<file path="src/rtl/packet_send_if.sv">
// packet_send_if: AXI-Stream byte channel feeding the frame transmitter.
// The master drives payload beats; the slave returns ready.
interface packet_send_if #(
    parameter int DW = 8
) ();
    logic [DW-1:0] tdata;
    logic          tvalid;
    logic          tlast;
    logic          tready;

    modport master (
        output tdata,
        output tvalid,
        output tlast,
        input  tready
    );

    modport slave (
        input  tdata,
        input  tvalid,
        input  tlast,
        output tready
    );
endinterface

</file>
<file path="src/rtl/packet_send.sv">
// packet_send: UDP/IPv4 Ethernet frame transmitter on a byte-wide GMII bus.
// Wraps one AXI-Stream payload in preamble, headers, zero pad and CRC32 FCS.
module packet_send #(
    parameter int GMII_WIDTH      = 8,
    parameter int PAYLOAD_WIDTH   = 11,
    parameter int AXIS_DATA_WIDTH = 8,
    parameter int IFG_CYCLES      = 12
) (
    input  logic                     clk_i,
    input  logic                     rstn_i,
    packet_send_if.slave             s_axis,
    input  logic [15:0]              fpga_port_i,
    input  logic [31:0]              fpga_ip_i,
    input  logic [47:0]              fpga_mac_i,
    input  logic [15:0]              host_port_i,
    input  logic [31:0]              host_ip_i,
    input  logic [47:0]              host_mac_i,
    input  logic [PAYLOAD_WIDTH-1:0] payload_bytes_i,
    output logic [GMII_WIDTH-1:0]    tx_d_o,
    output logic                     tx_en_o,
    output logic                     tx_er_o,
    output logic                     busy_o,
    output logic                     underrun_o
);

    localparam logic [7:0]  PREAMBULE_VAL = 8'h55;
    localparam logic [7:0]  SFD_VAL       = 8'hD5;
    localparam int          HEADER_BYTES  = 42;
    localparam logic [15:0] MIN_PAYLOAD   = 16'd18;

    localparam logic [2:0] S_IDLE = 3'd0;
    localparam logic [2:0] S_PRE  = 3'd1;
    localparam logic [2:0] S_HDR  = 3'd2;
    localparam logic [2:0] S_DATA = 3'd3;
    localparam logic [2:0] S_PAD  = 3'd4;
    localparam logic [2:0] S_FCS  = 3'd5;
    localparam logic [2:0] S_IFG  = 3'd6;

    logic [2:0]               state;
    logic [15:0]              cnt;
    logic [PAYLOAD_WIDTH-1:0] n_q;
    logic [15:0]              fpga_port_q;
    logic [31:0]              fpga_ip_q;
    logic [47:0]              fpga_mac_q;
    logic [15:0]              host_port_q;
    logic [31:0]              host_ip_q;
    logic [47:0]              host_mac_q;
    logic [15:0]              ip_id;
    logic [15:0]              csum_q;
    logic [31:0]              crc;
    logic                     early;
    logic                     tlast_done;

    logic [15:0]                n16;
    logic [15:0]                ip_len;
    logic [15:0]                udp_len;
    logic [335:0]               hdr;
    logic [335:0]               hdr_sh;
    logic [AXIS_DATA_WIDTH-1:0] pay;
    logic [31:0]                fcs;
    logic [31:0]                crc_nx;
    logic                       accept;
    logic                       last_byte;
    logic                       ifg_done;
    logic [7:0]                 byte_nx;
    logic                       en_nx;
    logic                       er_nx;

    function automatic logic [15:0] ip_csum(
        input logic [15:0] len,
        input logic [15:0] id,
        input logic [31:0] src,
        input logic [31:0] dst
    );
        logic [31:0] s;
        s = 32'h4500 + 32'(len) + 32'(id) + 32'h4000 + 32'h4011
          + 32'(src[31:16]) + 32'(src[15:0])
          + 32'(dst[31:16]) + 32'(dst[15:0]);
        s = 32'(s[15:0]) + 32'(s[31:16]);
        s = 32'(s[15:0]) + 32'(s[31:16]);
        return ~s[15:0];
    endfunction

    // Reflected CRC32, one byte per call, LSB of the byte first.
    function automatic logic [31:0] crc_byte(
        input logic [31:0] c,
        input logic [7:0]  d
    );
        logic [31:0] r;
        r = c;
        for (int i = 0; i < 8; i++) begin
            r = (r >> 1) ^ ((r[0] ^ d[i]) ? 32'hEDB88320 : 32'h0);
        end
        return r;
    endfunction

    assign n16     = 16'(n_q);
    assign ip_len  = 16'd28 + n16;
    assign udp_len = 16'd8 + n16;
    assign pay     = s_axis.tdata;

    assign hdr = {host_mac_q, fpga_mac_q, 16'h0800,
                  16'h4500, ip_len, ip_id, 16'h4000, 16'h4011,
                  csum_q, fpga_ip_q, host_ip_q,
                  fpga_port_q, host_port_q, udp_len, 16'h0000};
    assign hdr_sh = hdr << {cnt[5:0], 3'b000};

    assign fcs       = ~crc;
    assign accept    = s_axis.tvalid && s_axis.tready;
    assign last_byte = (cnt == n16 - 16'd1);
    assign ifg_done  = (cnt >= 16'(IFG_CYCLES - 1))
                    && (tlast_done || (accept && s_axis.tlast));

    always_comb begin
        s_axis.tready = 1'b0;
        unique case (state)
            S_DATA:  s_axis.tready = !early && s_axis.tvalid && (cnt < n16);
            S_IFG:   s_axis.tready = !tlast_done;
            default: s_axis.tready = 1'b0;
        endcase
    end

    always_comb begin
        byte_nx = 8'h00;
        en_nx   = 1'b0;
        er_nx   = 1'b0;
        unique case (state)
            S_PRE: begin
                en_nx   = 1'b1;
                byte_nx = (cnt == 16'd7) ? SFD_VAL : PREAMBULE_VAL;
            end
            S_HDR: begin
                en_nx   = 1'b1;
                byte_nx = hdr_sh[335:328];
            end
            S_DATA: begin
                en_nx = 1'b1;
                if (accept) byte_nx = pay[7:0];
                else        er_nx   = 1'b1;
            end
            S_PAD: en_nx = 1'b1;
            S_FCS: begin
                en_nx   = 1'b1;
                byte_nx = fcs[{cnt[1:0], 3'b000} +: 8];
            end
            default: ;
        endcase
    end

    assign crc_nx     = crc_byte(crc, byte_nx);
    assign busy_o     = (state != S_IDLE);
    assign underrun_o = (state == S_FCS) && (cnt == 16'd0) && early;

    always_ff @(posedge clk_i or negedge rstn_i) begin
        if (!rstn_i) begin
            tx_d_o  <= '0;
            tx_en_o <= 1'b0;
            tx_er_o <= 1'b0;
        end else begin
            tx_d_o  <= GMII_WIDTH'(byte_nx);
            tx_en_o <= en_nx;
            tx_er_o <= er_nx;
        end
    end

    always_ff @(posedge clk_i or negedge rstn_i) begin
        if (!rstn_i) begin
            state       <= S_IDLE;
            cnt         <= '0;
            n_q         <= '0;
            fpga_port_q <= '0;
            fpga_ip_q   <= '0;
            fpga_mac_q  <= '0;
            host_port_q <= '0;
            host_ip_q   <= '0;
            host_mac_q  <= '0;
            ip_id       <= '0;
            csum_q      <= '0;
            crc         <= 32'hFFFFFFFF;
            early       <= 1'b0;
            tlast_done  <= 1'b0;
        end else begin
            unique case (state)
                S_IDLE: begin
                    if (s_axis.tvalid) begin
                        state       <= S_PRE;
                        cnt         <= '0;
                        n_q         <= payload_bytes_i;
                        fpga_port_q <= fpga_port_i;
                        fpga_ip_q   <= fpga_ip_i;
                        fpga_mac_q  <= fpga_mac_i;
                        host_port_q <= host_port_i;
                        host_ip_q   <= host_ip_i;
                        host_mac_q  <= host_mac_i;
                        crc         <= 32'hFFFFFFFF;
                        early       <= 1'b0;
                        tlast_done  <= 1'b0;
                    end
                end
                S_PRE: begin
                    csum_q <= ip_csum(ip_len, ip_id, fpga_ip_q, host_ip_q);
                    if (cnt == 16'd7) begin
                        state <= S_HDR;
                        cnt   <= '0;
                    end else begin
                        cnt <= cnt + 16'd1;
                    end
                end
                S_HDR: begin
                    crc <= crc_nx;
                    if (cnt == 16'(HEADER_BYTES - 1)) begin
                        state <= (n16 == 16'd0) ? S_PAD : S_DATA;
                        cnt   <= '0;
                    end else begin
                        cnt <= cnt + 16'd1;
                    end
                end
                S_DATA: begin
                    crc <= crc_nx;
                    if (!s_axis.tvalid) early <= 1'b1;
                    if (accept && s_axis.tlast) begin
                        tlast_done <= 1'b1;
                        if (!last_byte) early <= 1'b1;
                    end
                    // cnt keeps counting payload bytes so PAD ends at 18
                    if (last_byte && n16 >= MIN_PAYLOAD) begin
                        state <= S_FCS;
                        cnt   <= '0;
                    end else begin
                        if (last_byte) state <= S_PAD;
                        cnt <= cnt + 16'd1;
                    end
                end
                S_PAD: begin
                    crc <= crc_nx;
                    if (cnt == MIN_PAYLOAD - 16'd1) begin
                        state <= S_FCS;
                        cnt   <= '0;
                    end else begin
                        cnt <= cnt + 16'd1;
                    end
                end
                S_FCS: begin
                    if (cnt == 16'd3) begin
                        state <= S_IFG;
                        cnt   <= '0;
                        ip_id <= ip_id + 16'd1;
                    end else begin
                        cnt <= cnt + 16'd1;
                    end
                end
                S_IFG: begin
                    if (accept && s_axis.tlast) tlast_done <= 1'b1;
                    if (ifg_done) begin
                        state <= S_IDLE;
                        cnt   <= '0;
                    end else if (cnt < 16'(IFG_CYCLES - 1)) begin
                        cnt <= cnt + 16'd1;
                    end
                end
                default: begin
                    state <= S_IDLE;
                    cnt   <= '0;
                end
            endcase
        end
    end

endmodule

</file>
<file path="src/flat_wrapper.sv">
// flat-port wrapper written by rule: the top's interface ports become plain ports
module packet_send_flat 
#(
    parameter int GMII_WIDTH      = 8,
    parameter int PAYLOAD_WIDTH   = 11,
    parameter int AXIS_DATA_WIDTH = 8,
    parameter int IFG_CYCLES      = 12
)
  (clk_i, rstn_i, fpga_port_i, fpga_ip_i, fpga_mac_i, host_port_i, host_ip_i, host_mac_i, payload_bytes_i, tx_d_o, tx_en_o, tx_er_o, busy_o, underrun_o, s_axis_tdata, s_axis_tvalid, s_axis_tlast, s_axis_tready);
  packet_send_if #(.DW(8)) s_axis_i ();
  input  logic clk_i;
  input  logic rstn_i;
  input  logic [15:0] fpga_port_i;
  input  logic [31:0] fpga_ip_i;
  input  logic [47:0] fpga_mac_i;
  input  logic [15:0] host_port_i;
  input  logic [31:0] host_ip_i;
  input  logic [47:0] host_mac_i;
  input  logic [PAYLOAD_WIDTH-1:0] payload_bytes_i;
  output logic [GMII_WIDTH-1:0] tx_d_o;
  output logic tx_en_o;
  output logic tx_er_o;
  output logic busy_o;
  output logic underrun_o;
  input wire logic [$bits(s_axis_i.tdata)-1:0] s_axis_tdata;
  input wire logic [$bits(s_axis_i.tvalid)-1:0] s_axis_tvalid;
  input wire logic [$bits(s_axis_i.tlast)-1:0] s_axis_tlast;
  output wire logic [$bits(s_axis_i.tready)-1:0] s_axis_tready;
  assign s_axis_i.tdata = s_axis_tdata;
  assign s_axis_i.tvalid = s_axis_tvalid;
  assign s_axis_i.tlast = s_axis_tlast;
  assign s_axis_tready = s_axis_i.tready;
  packet_send #(.GMII_WIDTH(GMII_WIDTH), .PAYLOAD_WIDTH(PAYLOAD_WIDTH), .AXIS_DATA_WIDTH(AXIS_DATA_WIDTH), .IFG_CYCLES(IFG_CYCLES)) u_core (.clk_i(clk_i), .rstn_i(rstn_i), .s_axis(s_axis_i), .fpga_port_i(fpga_port_i), .fpga_ip_i(fpga_ip_i), .fpga_mac_i(fpga_mac_i), .host_port_i(host_port_i), .host_ip_i(host_ip_i), .host_mac_i(host_mac_i), .payload_bytes_i(payload_bytes_i), .tx_d_o(tx_d_o), .tx_en_o(tx_en_o), .tx_er_o(tx_er_o), .busy_o(busy_o), .underrun_o(underrun_o));
endmodule
</file>
<file path="config.mk">
export PLATFORM = sky130hd
export DESIGN_NAME = packet_send_flat
export DESIGN_NICKNAME = d
export VERILOG_FILES = /design/src/rtl/packet_send_if.sv /design/src/rtl/packet_send.sv /design/src/flat_wrapper.sv
export SDC_FILE = /design/constraint.sdc
export NUM_CORES = 1
export LEC_CHECK = 0
export CAP_MARGIN = 15
export CELL_PAD_IN_SITES_DETAIL_PLACEMENT = 2
export CELL_PAD_IN_SITES_GLOBAL_PLACEMENT = 2
export CORE_ASPECT_RATIO = 0.7
export CORE_MARGIN = 4
export CORE_UTILIZATION = 39
export CTS_CLUSTER_DIAMETER = 150
export DETAILED_ROUTE_END_ITERATION = 16
export PLACE_DENSITY_LB_ADDON = 0.1
export SLEW_MARGIN = 5
export SYNTH_ARGS = -nofsm -noshare
export SYNTH_HDL_FRONTEND = slang
export SYNTH_SLANG_ARGS = --single-unit
</file>
<file path="constraint.sdc">
create_clock -name clk_i -period 17.7 [get_ports clk_i]
set_input_delay 5.31 -clock clk_i [delete_from_list [all_inputs] [get_ports clk_i]]
set_output_delay 5.31 -clock clk_i [all_outputs]
set_load 0.02 [all_outputs]
</file>
==> reports/summary.log <==
[floorplanning] Core Region 0.0495 mm²
[timing] highest achievable clock rate 0.0750 GHz
[synthesis] synth top area cells sky130_fd_sc_hd__dfrtp_1 34%, sky130_fd_sc_hd__nand2_1 12%, sky130_fd_sc_hd__fa_1 6.1%, sky130_fd_sc_hd__xnor2_1 4.6%, sky130_fd_sc_hd__ha_1 4.6%
[place] count of buffers inserted at the top-level ports 227
[timing] Post-Route Setup TNS 0 ns
[clock_network] Max clock buf depth 3
[critical_path] FF-to-FF End u_core.csum_q[15]
[run] total of max-cap violations 0
[synthesis] sequential area share after synthesis 38.2%
[final_layout] Design Area, Final 0.0235 mm²
[synthesis] Commonest cells post-synth 652 x sky130_fd_sc_hd__nand2_1, 266 x sky130_fd_sc_hd__dfrtp_1, 118 x sky130_fd_sc_hd__inv_1
[global_route] number of antenna violations at the first check in global routing 2
[synthesis] yosys warns 0
[place] area of placed instances 0.0223 mm²
[synthesis] most used flip-flop cell after synthesis sky130_fd_sc_hd__dfrtp_1
[synthesis] count of state elements after synthesis 298
[clock_network] maximum level of the CTS H-tree 2
[final_layout] fraction of final layout cells sized beyond drive strength 1 8.66%
[clock_network] Clock Sinks 298
[clock_network] cell at the root of the clock tree sky130_fd_sc_hd__clkbuf_16
[critical_path] critical path data arrival time 8.02 ns
[drt] first drt pass iteration count 5
[synthesis] proportion of synthesized flip-flops having asynchronous set or reset 100%
[synthesis] number of unique standard cell types used by synthesis 103
[clock_network] setup bufs post-CTS 0
[place] global placement routability congestion 0.919
[synthesis] post-synthesis instance total 2,121
[timing] final critical-path share of the clock period 75.3%
[critical_path] worst reg-to-reg setup slack 7.10 ns
[outcome] outcome finished clean
[floorplanning] die outline area 0.0541 mm²
[clock_network] Clk Latency, worst-skew pair 0.55 ns
[place] worst slack at placement 4.45 ns
[global_route] maximum number of pins on one net before global-route repair 92
[critical_path] worst setup path category input port to output port
[drt] detailed-route vias per instance 5.65
[drt] drt initial violations 1,315
[critical_path] Worst R2R Start u_core.n_q[2]
[clock_network] number of resized instances in the post-cts repair step 0
[hold_path] cell count of the worst hold path 2
[synthesis] biggest area consumer among synthesized cells sky130_fd_sc_hd__dfrtp_1
[synthesis] net count after synthesis 2,468
[global_route] vias in the first global route 18,300
[synthesis] Syn Area/Cell 9.26 µm²
[global_route] leftover overflow at the end of global routing 0
[critical_path] Worst EP required 12.39 ns
[hold_path] worst hold-check path type flop to flop
[critical_path] kind of end point of the critical path output port
[drt] count of nets left with antenna violations after detail routing 0
[critical_path] type of element launching the critical path input port
[timing] final number of hold-violating endpoints 0
[clock_network] number of buffers inserted by hold repair at cts 0
[global_route] first-pass GRT wire length 118,000 µm
[drt] total detailed-routing wirelength 78,000 µm
[timing] worst slew margin relative to its limit 18.7%
[final_layout] Final Net Count 2,642
[hold_path] terminating pin of the worst hold path u_core.host_mac_q[33]
[timing] maximum clock skew at final layout 0.0153 ns
[floorplanning] I/O pin cnt 228
[floorplanning] Core Rows 68
[synthesis] proportion of netlist area held by the largest area contributor 33.9%
[timing] final worst setup slack 4.37 ns
[clock_network] TritonCTS clock tree done
[final_layout] area delta synth->final 19.7%
[timing] final period demand of the worst path 13.33 ns
[floorplanning] Initial Utilization 39.7%
[critical_path] depth of the worst register-to-register path 37
[synthesis] area of the mapped netlist 0.0196 mm²
[floorplanning] overall die height 196 µm
[synthesis] most common cell in the synthesized netlist sky130_fd_sc_hd__nand2_1
[final_layout] number of inserted diodes 0
[clock_network] clock slew at reported path FFs 0.06 ns
[timing] RSZ-0062 raised after global routing false
[drt] DRC Markers 0
[synthesis] number of flops mapped to enable cells by yosys 0
[floorplanning] Die Width 276 µm
[place] sum of net half-perimeters after detailed placement 59,500 µm
[hold_path] Worst Hold Launch u_core.host_mac_q[33]
[timing] setup-violating endpoint count in the final report 0
[timing] Slew Viols, Final 0
[clock_network] total clock buffers created by CTS 35
[global_route] all-layer global routing usage 28.4%
[timing] slew at the pin with the worst max-slew slack 1.19 ns
[drt] post-detailed-route wirelength per cell 26.1 µm
[drt] vias post-DR 16,900
[critical_path] top fanout value on the critical path 13
-- kinds of logic (layout without fill, tap and decap cells) --
kind of cell	after synthesis	count (layout)	synth area share, %
AOI/OAI and AO/OA	306	306	10.7
xor gates and xnor gates	147	147	8.02
buffers and inverters	231	432	5.21
muxes	87	87	7.00
adders and majority gates	132	132	10.7
and+or+nand+nor	920	920	20.2
DFF	298	298	38.2
-- state kept, by name, indices dropped and copies added, names as in the netlist, 11 cells and up --
signal / count
u_core.ip_id: 16
u_core.crc: 32
u_core.fpga_ip_q: 32
u_core.fpga_mac_q: 48
u_core.csum_q: 16
u_core.host_mac_q: 48
u_core.cnt: 16
u_core.n_q: 11
u_core.host_port_q: 16
u_core.fpga_port_q: 16
u_core.host_ip_q: 32
-- stage by stage --
step / util (%) / hold slack, ns / instances
after floorplan: - / 0.437 / 2121
after global placement: 45.1 / 0.454 / 2922
after detailed placement: 45.1 / 0.464 / 2922
after CTS: 47.4 / 0.478 / 2986
after global routing: 47.5 / 0.506 / 2987
final: 47.5 / 0.474 / 2987
-- worst max-delay path, stage by stage --
cell	delay [ns]
sky130_fd_sc_hd__clkdlybuf4s50_1	0.78
sky130_fd_sc_hd__nand4_1	0.17
sky130_fd_sc_hd__a211oi_1	0.44
sky130_fd_sc_hd__o21ai_1	0.40
sky130_fd_sc_hd__nand2_1	0.27
sky130_fd_sc_hd__clkdlybuf4s50_1	0.65
-- layout make-up --
cell class	instances	area [µm²]
clock buffers	53	1010
clock inverters	11	128
fillers	5314	26000
inverters	120	450
multi-input cells	1592	11100
flip-flops and latches	298	7500
well taps	665	832
repair buffers	248	2450
-- cells in the final DEF, fill, tap and decap left out, types with 8 or more instances in the layout --
cell                              count
sky130_fd_sc_hd__nor4_1              10
sky130_fd_sc_hd__xor2_1              22
sky130_fd_sc_hd__a211oi_1             8
sky130_fd_sc_hd__nand2b_1            24
sky130_fd_sc_hd__o22a_1              12
sky130_fd_sc_hd__nand4_1             12
sky130_fd_sc_hd__nor3_1              27
sky130_fd_sc_hd__fa_1                60
sky130_fd_sc_hd__or3_1               11
sky130_fd_sc_hd__clkbuf_16           36
sky130_fd_sc_hd__and3_1              20
sky130_fd_sc_hd__clkdlybuf4s50_1    226
sky130_fd_sc_hd__xnor2_1            104
sky130_fd_sc_hd__buf_4               20
sky130_fd_sc_hd__nor2b_1              9
sky130_fd_sc_hd__a21oi_1             53
sky130_fd_sc_hd__o22ai_1             14
sky130_fd_sc_hd__clkbuf_1            12
sky130_fd_sc_hd__mux4_2              34
sky130_fd_sc_hd__o21ai_0             87
sky130_fd_sc_hd__ha_1                72
sky130_fd_sc_hd__dfrtp_1            264
sky130_fd_sc_hd__o211ai_1            11
sky130_fd_sc_hd__nand2_1            651
sky130_fd_sc_hd__o21a_1               9
sky130_fd_sc_hd__nor2_1              71
sky130_fd_sc_hd__o31ai_1             11
sky130_fd_sc_hd__nand3_1             26
sky130_fd_sc_hd__dfstp_2             32
sky130_fd_sc_hd__mux2i_1             30
sky130_fd_sc_hd__mux2_2              16
sky130_fd_sc_hd__a31oi_1             13
sky130_fd_sc_hd__inv_1              118
sky130_fd_sc_hd__and2_1              10
-- worst max-delay path by stage --
| stage | start | to | slack, ns | depth (start not counted) |
|---|---|---|---|---|
| detailed placement | s_axis_tvalid | s_axis_tready | 4.45 | 6 |
| CTS | s_axis_tvalid | s_axis_tready | 4.44 | 6 |
| global route | s_axis_tvalid | s_axis_tready | 4.25 | 6 |
| global placement | s_axis_tvalid | s_axis_tready | 4.57 | 6 |
| floorplan | s_axis_tvalid | s_axis_tready | 6.20 | 4 |
| finish | s_axis_tvalid | s_axis_tready | 4.37 | 6 |
-- per-layer routing --
| metal | vias to the layer above | part of all wire (%) | global-route usage, % |
|---|---|---|---|
| met5 | - | 0.10 | 0.796 |
| met4 | 4 | 2.2 | 6.18 |
| met3 | 94 | 8.1 | 7.78 |
| met2 | 512 | 44 | 42.3 |
| met1 | 8763 | 46 | 41.4 |
| li1 | 7495 | - | - |
Power is left out: the tool's default activity adds up to more than one toggle a clock period on the data nets, which glitch-free logic cannot reach.
